### config.mk
export PLATFORM = sky130hd
export DESIGN_NAME = lcd_fb_arbiter
export DESIGN_NICKNAME = d
export VERILOG_FILES = /design/src/rtl/lcd_fb_arbiter.sv
export SDC_FILE = /design/constraint.sdc
export NUM_CORES = 1
export LEC_CHECK = 0
export ABC_AREA = 1
export CAP_MARGIN = 30
export CORE_MARGIN = 5
export CORE_UTILIZATION = 24
export DETAILED_ROUTE_END_ITERATION = 8
export DONT_BUFFER_PORTS = 1
export GPL_TIMING_DRIVEN = 0
export PLACE_DENSITY_LB_ADDON = 0.1
export SYNTH_ARGS = -nofsm -noshare
export SYNTH_HDL_FRONTEND = slang
export SYNTH_SLANG_ARGS = --single-unit
### constraint.sdc
create_clock -name clk -period 1.7 [get_ports clk]
set_input_delay 0.255 -clock clk [delete_from_list [all_inputs] [get_ports clk]]
set_output_delay 0.255 -clock clk [all_outputs]
set_load 0.05 [all_outputs]
### src/rtl/lcd_fb_arbiter.sv
// lcd_fb_arbiter: owns the single-port frame-buffer RAM. Arbitrates between the
// LCD refresh reader and the pixel writer, with a bound on how long a write can
// lose to reads. Also runs a built-in sequence that fills every byte with one value.
module lcd_fb_arbiter #(
  parameter int ADDR_W       = 10,
  parameter int DATA_W       = 8,
  parameter int MAX_RD_BURST = 4
) (
  input  logic              clk,
  input  logic              rst,
  input  logic              rd_req,
  input  logic [ADDR_W-1:0] rd_addr,
  output logic              rd_ack,
  output logic              rd_valid,
  output logic [DATA_W-1:0] rd_data,
  input  logic              wr_req,
  input  logic [ADDR_W-1:0] wr_addr,
  input  logic [DATA_W-1:0] wr_data,
  output logic              wr_ack,
  input  logic              clr_start,
  input  logic [DATA_W-1:0] clr_value,
  output logic              clr_busy,
  output logic              clr_done,
  output logic [ADDR_W-1:0] ram_addr,
  output logic [DATA_W-1:0] ram_wdata,
  output logic              ram_we,
  input  logic [DATA_W-1:0] ram_rdata
);

  localparam int SW = $clog2(MAX_RD_BURST + 1);
  localparam logic [SW-1:0]     STARVE_MAX = SW'(MAX_RD_BURST);
  localparam logic [ADDR_W-1:0] CLR_LAST   = {ADDR_W{1'b1}};

  typedef enum logic [0:0] {
    ARB   = 1'b0,
    CLEAR = 1'b1
  } state_t;

  state_t            state;
  state_t            state_next;
  logic [SW-1:0]     starve_cnt;
  logic [ADDR_W-1:0] clr_cnt;
  logic [DATA_W-1:0] fill_q;
  logic              rd_valid_q;
  logic              clr_done_q;
  logic              rd_grant;
  logic              wr_grant;

  // Grant decision, RAM port mux and next-state selection.
  // Grants are suppressed while rst is high so every output sits at its reset value.
  always_comb begin
    state_next = state;
    rd_grant   = 1'b0;
    wr_grant   = 1'b0;
    ram_addr   = '0;
    ram_wdata  = '0;
    ram_we     = 1'b0;
    if (rst) begin
      state_next = ARB;
    end else begin
      case (state)
        ARB: begin
          if (rd_req && wr_req) begin
            // Reads win unless the write has already waited its full allowance.
            if (starve_cnt == STARVE_MAX) begin
              wr_grant = 1'b1;
            end else begin
              rd_grant = 1'b1;
            end
          end else begin
            rd_grant = rd_req;
            wr_grant = wr_req;
          end
          if (wr_grant) begin
            ram_addr  = wr_addr;
            ram_wdata = wr_data;
            ram_we    = 1'b1;
          end else if (rd_grant) begin
            ram_addr  = rd_addr;
          end else begin
            ram_addr  = '0;
          end
          if (clr_start) begin
            state_next = CLEAR;
          end else begin
            state_next = ARB;
          end
        end
        CLEAR: begin
          ram_we    = 1'b1;
          ram_addr  = clr_cnt;
          ram_wdata = fill_q;
          if (clr_cnt == CLR_LAST) begin
            state_next = ARB;
          end else begin
            state_next = CLEAR;
          end
        end
        default: begin
          state_next = ARB;
        end
      endcase
    end
  end

  // FSM state register.
  always_ff @(posedge clk or posedge rst) begin
    if (rst) begin
      state <= ARB;
    end else begin
      state <= state_next;
    end
  end

  // Count consecutive cycles a pending write has been refused, saturating at the limit.
  always_ff @(posedge clk or posedge rst) begin
    if (rst) begin
      starve_cnt <= '0;
    end else if (wr_req && !wr_grant) begin
      if (starve_cnt != STARVE_MAX) begin
        starve_cnt <= starve_cnt + SW'(1);
      end
    end else begin
      starve_cnt <= '0;
    end
  end

  // Clear address counter and fill byte; the fill is only captured from ARB.
  always_ff @(posedge clk or posedge rst) begin
    if (rst) begin
      clr_cnt <= '0;
      fill_q  <= '0;
    end else if (state == CLEAR) begin
      clr_cnt <= (clr_cnt == CLR_LAST) ? '0 : clr_cnt + ADDR_W'(1);
    end else begin
      clr_cnt <= '0;
      if (clr_start) begin
        fill_q <= clr_value;
      end
    end
  end

  // Read-valid tracks the synchronous RAM latency; done pulses after the last fill write.
  always_ff @(posedge clk or posedge rst) begin
    if (rst) begin
      rd_valid_q <= 1'b0;
      clr_done_q <= 1'b0;
    end else begin
      rd_valid_q <= rd_grant;
      clr_done_q <= (state == CLEAR) && (clr_cnt == CLR_LAST);
    end
  end

  assign rd_ack   = rd_grant;
  assign wr_ack   = wr_grant;
  assign rd_valid = rd_valid_q;
  assign rd_data  = rd_valid_q ? ram_rdata : '0;
  assign clr_busy = (state == CLEAR);
  assign clr_done = clr_done_q;

endmodule

* Yosys cells after proc, flatten, opt, wreduce, memory -nomap -nowiden *
Cells that the tools add are included.

storage, ports and cells
  flip-flop bits (word level) = 24
  bits of input ports = 49
  output and inout bits = 32
  word-level logic and storage cells = 49

operators by class
  add/subtract/negate cells = 2
  eq/ne operators = 4
  mux-type cells = 31
  bitwise operators = 1
  reductions and logical operators = 5

operators with widths
  operator                                        count
  two-way mux 10 bit                              5
  two-way mux 8 bit                               3
  case mux 10 bit (2 select lines)                1
  two-way mux 1 bit                               17
  case mux 8 bit (2 select lines)                 1
  adder 10 x 1 -> 10 bit (second input constant)  1
  equality test 10 bit (second input constant)    1
  two-way mux 3 bit                               2
  case mux 1 bit (2 select lines)                 2
  adder 3 x 1 -> 3 bit (second input constant)    1
  equality test 3 bit (second input constant)     1
  logical AND 1 bit                               3
  != test 3 bit (second input constant)           1
  != test 2 x 1 -> 1 bit (second input constant)  1
  AND reduction 2 bit                             1
  logical NOT 1 bit                               1
  inverter 1 bit                                  1

* Logic depth before layout (Yosys ltp) *
  depth after elaboration = 10
  mapped depth = 9
  gate-level depth less buffers = 9

* Worst setup path after synthesis *
No wires, ideal clock.

  path kind = register -> output
  start = reg state, in the netlist clr_busy
  end = out ram_wdata[5]
  arrival = 2152 ps
  data required time = 1445 ps
  slack = -707 ps
  cell stages (with the launch flop) = 4
  buffers on the path = 1
  cells stage by stage = dfrtp_1 buf_2 nand2_1 o21ai_0

between the ends
  word-level cells in the longest chain between the ends = 3

ends and longest elaborated chain
  what                               RTL line  source
  start, declared                    39        state_t state;
  start signal, assigned             111       state <= state_next;
  inverter 1 bit (no line)           -
  case mux 8 bit (2 select lines) *  61        case (state)
  two-way mux 8 bit *                58        if (rst) begin
  end, declared                      25        output logic [DATA_W-1:0] ram_wdata,

Mark *: on every way between the ends. The rest lies on a longest branch, timed or not.

* Worst setup path in the final report *
  start = reg state, in the netlist clr_busy
  end = out ram_addr[4]

between the ends
  word-level cells in the longest chain between the ends = 3

ends and longest elaborated chain
  what                                RTL line  source
  inverter 1 bit (no line)            -
  case mux 10 bit (2 select lines) *  61
  two-way mux 10 bit *                58
  end, declared                       24        output logic [ADDR_W-1:0] ram_addr,

Marks and branches as above.

==> impl_metrics.py <==
metrics = {
    "clocking": {
        "clock_path_buffers": 2,
        "cts.clk_slew.worst_paths_ns": 0.09,
        "clkSinkCount": 24,
        "hold_fix_buffers_cts": 0,
        "cts.htree.levels": 1,
        "numCtsBuffers": 3,
        "cts_root_buf": "clkbuf_8",
        "insertion_delay_ns": 0.27,
        "cts_tree": "done",
    },
    "sta": {
        "final_period_minus_worst_setup_slack_ns": 2.35,
        "final_hold_viol_count": 0,
        "final_hold_slack_ns": 0.127,
        "finalSetupViolations": 21,
        "worstMarginPinSlew_ns": 1.03,
        "drv_slew": 0,
        "worst_clock_skew_ns": 0.00929,
        "timing.slew.headroom": 0.307,
        "grt_setup_unrepaired": "yes",
        "layout_worst_path_cycle_share": 1.38,
        "timing.final.ws_setup_ns": -0.651,
        "maximum_frequency_from_static_timing_analysis_mhz": 425,
    },
    "worst_setup_path": {
        "endpoint_of_the_worst_register_to_register_path": "fill_q[7]$_DFFE_PP0P_",
        "crit_fanout": 6,
        "reg2reg_setup_slack_ns": 0.08,
        "worst_ep_required_time_ns": 1.44,
        "cp_slowest_cell": "dfrtp_2",
        "critical_path_class": "reg -> out",
        "critical_path.startpoint_type": "register",
        "worstPathCellList": "buf_8 > inv_8 > nand2_8 > a21oi_4 > nand2_1 > o211ai_1",
        "cp-end-kind": "output pin",
        "timing.rr.start": "clr_busy$_DFF_PP0_",
        "slowest_delay_ns": 0.53,
        "worstPathArrival_ns": 2.10,
        "worst-r2r-cell-count": 6,
    },
    "grt": {
        "globalRoute.totalOverflow": 0,
        "first_global_vias": 1431,
        "first_pass_grt_wire_length_mm": 7.68,
        "grt_usage": 0.117,
        "antenna_found_initial": 0,
        "maximum_number_of_pins_on_one_net_before_global_route_repair": 34,
    },
    "yosys": {
        "synth_fp_nets": 249,
        "mappedNetlistArea_um2": 1530,
        "netlist-cell-type-count": 27,
        "yosys_warnings": 0,
        "post_synth.cell_area_avg_um2": 7.77,
        "yosys_register_bits": 24,
        "synth_cells": 197,
        "synth-seq-area-share": 0.392,
    },
    "drt": {
        "drt-wirelength-per-cell_um": 16.0,
        "detailroute.via_count": 1401,
        "postRouteAntennaNets": 0,
        "vias_per_cell": 4.65,
        "number_of_violations_reported_at_the_end_of_detailed_routing_iteration_0": 39,
        "drtPass1Iterations": 4,
        "postRouteWirelength_mm": 4.81,
        "final_routed_drc_violation_total": 0,
    },
    "placement": {
        "io_buffer_count": 0,
        "dpl-instance-area_um2": 1780,
        "placer_congestion_estimate": 0.686,
        "hpwl_mm": 3.45,
    },
    "worst_hold_path": {
        "worst_hold_path.endpoint": "fill_q[4]$_DFFE_PP0P_",
        "worst_hold_startpoint": "clr_value[4]",
        "hold-path-cell-count": 1,
        "worstHoldPathType": "in -> reg",
    },
    "floorplan": {
        "rows": 29,
        "number_of_top_level_pins": 81,
        "width_of_the_die_um": 89.9,
        "fp.dieArea_um2": 8070,
        "start_util": 0.244,
        "die_y_um": 89.9,
        "core_um2": 6280,
    },
    "power_and_ir_drop": {
        "leakagePower_nw": 0.952,
        "post-layout-total-power_w": 0.00177,
        "vdd.ir_drop.worst_uv": 493,
        "p_per_area_nw_per_um2": 761,
    },
    "run_status": {
        "outcome": "finished with violations",
        "failed_checks": "negative setup slack",
    },
    "finish": {
        "antenna_cells_inserted": 0,
        "finalNetCount": 277,
        "final_common_cell": "nand2_1",
        "post-route-cell-area_um2": 2330,
        "final-seq-area_um2": 603,
        "multi_input_comb_area_um2": 1160,
        "fillerInstances": 636,
        "layout_cells_sized_above_1": 0.415,
        "synthToLayoutAreaGrowth_pct": 52.2,
        "commonest_cells_after_routing_fill_and_taps_aside": "nand2_1, dfrtp_1, nor2_1, nand3_1, buf_4",
    },
    "run": {
        "cap_violations": 0,
    },
}
-- power breakdown --
part,leakage (nW),internal [W],switching (W),total (W)
Combinational,0.610,0.000218,0.000392,0.000609
Sequential,0.307,0.000619,0.0000460,0.000665
Clock,0.0357,0.000315,0.000184,0.000499
-- repair_timing --
item / CTS / global route
pin swaps: 24 / 10
buffers inserted: 10 / 7
endpoints found under the setup margin: 29 / 32
gates resized for setup: 49 / 21
gates cloned: 2 / 0
-- worst max-delay path: cells and delay by family, from the launching register on --
kind | cells | cell delay, ns
flip-flops | 1 | 0.53
AND/OR/NAND/NOR | 2 | 0.15
buffers and inverters | 2 | 0.24
AO/OA/AOI/OAI | 2 | 0.91
-- cell families (layout without fill, tap and decap cells) --
family	count (synthesis)	after routing	share of synthesized area
AO/OA/AOI/OAI	19	20	0.0777
AND/OR/NAND/NOR	113	113	0.355
buffers and inverters	27	53	0.0777
adder cells (fa/ha/maj)	3	3	0.0245
multiplexers	6	6	0.0442
flip-flops	24	24	0.392
XOR/XNOR	5	5	0.0286
-- area by class of cell --
cell class,count,area share
multi-input combinational,147,0.497
tap,77,0.0414
timing repair buffer,22,0.0945
sequential,24,0.259
clock inverter,1,0.0129
buffer,5,0.0258
inverter,22,0.0516
clock buffer,3,0.0177
-- metal layers --
| layer | wire length (um) | global-route usage | part of all wire |
|---|---|---|---|
| met1 | 1890 | 0.138 | 0.39 |
| met2 | 2630 | 0.210 | 0.55 |
| met3 | 252 | 0.0376 | 0.052 |
| met4 | 27 | 0.0186 | 0.0056 |
| met5 | 0 | 0 | 0 |
-- worst max-delay path by stage --
stage,cells after the start,slack [ns],to,startpoint
floorplan,6,-0.36,ram_addr[0],clr_busy$_DFF_PP0_
global placement,7,-0.61,ram_addr[0],starve_cnt[0]$_DFFE_PP0P_
detailed placement,7,-0.57,ram_addr[4],starve_cnt[0]$_DFFE_PP0P_
CTS,6,-0.70,ram_addr[4],clr_busy$_DFF_PP0_
global route,6,-0.78,ram_addr[4],clr_busy$_DFF_PP0_
finish,6,-0.65,ram_addr[4],clr_busy$_DFF_PP0_
-- flip-flops by register name (all words and copies together) (netlist names) --
name and flops:
fill_q 8, clr_done 1, starve_cnt 3, rd_valid 1
clr_cnt 10, clr_busy 1
-- per-stage QoR --
stage	cells	util	setup TNS, ns	setup WS [ns]
after floorplan	197	-	-2.53	-0.364
after global placement	274	0.277	-6.01	-0.608
after detailed placement	279	0.283	-4.94	-0.573
after CTS	295	0.353	-9.89	-0.704
after global routing	301	0.371	-11.57	-0.776
final	301	0.371	-9.67	-0.651
-- synth_stat cells (all sizes together) --
library cell  instances  share of area
dfrtp                24           0.39
o211ai                5          0.025
inv                  22          0.056
a21oi                10          0.040
nand3                20          0.075
xnor2                 2          0.011
nand2                68           0.19
mux2                  6          0.044
nand4                 3          0.012
nor3                  1         0.0033
nor3b                 1         0.0049
ha                    3          0.025
clkbuf                1         0.0025
xor2                  3          0.017
o21ai                 4          0.013
nor2                 20          0.068
buf                   4          0.020
Note: power is estimated with default switching activity, not from simulation.
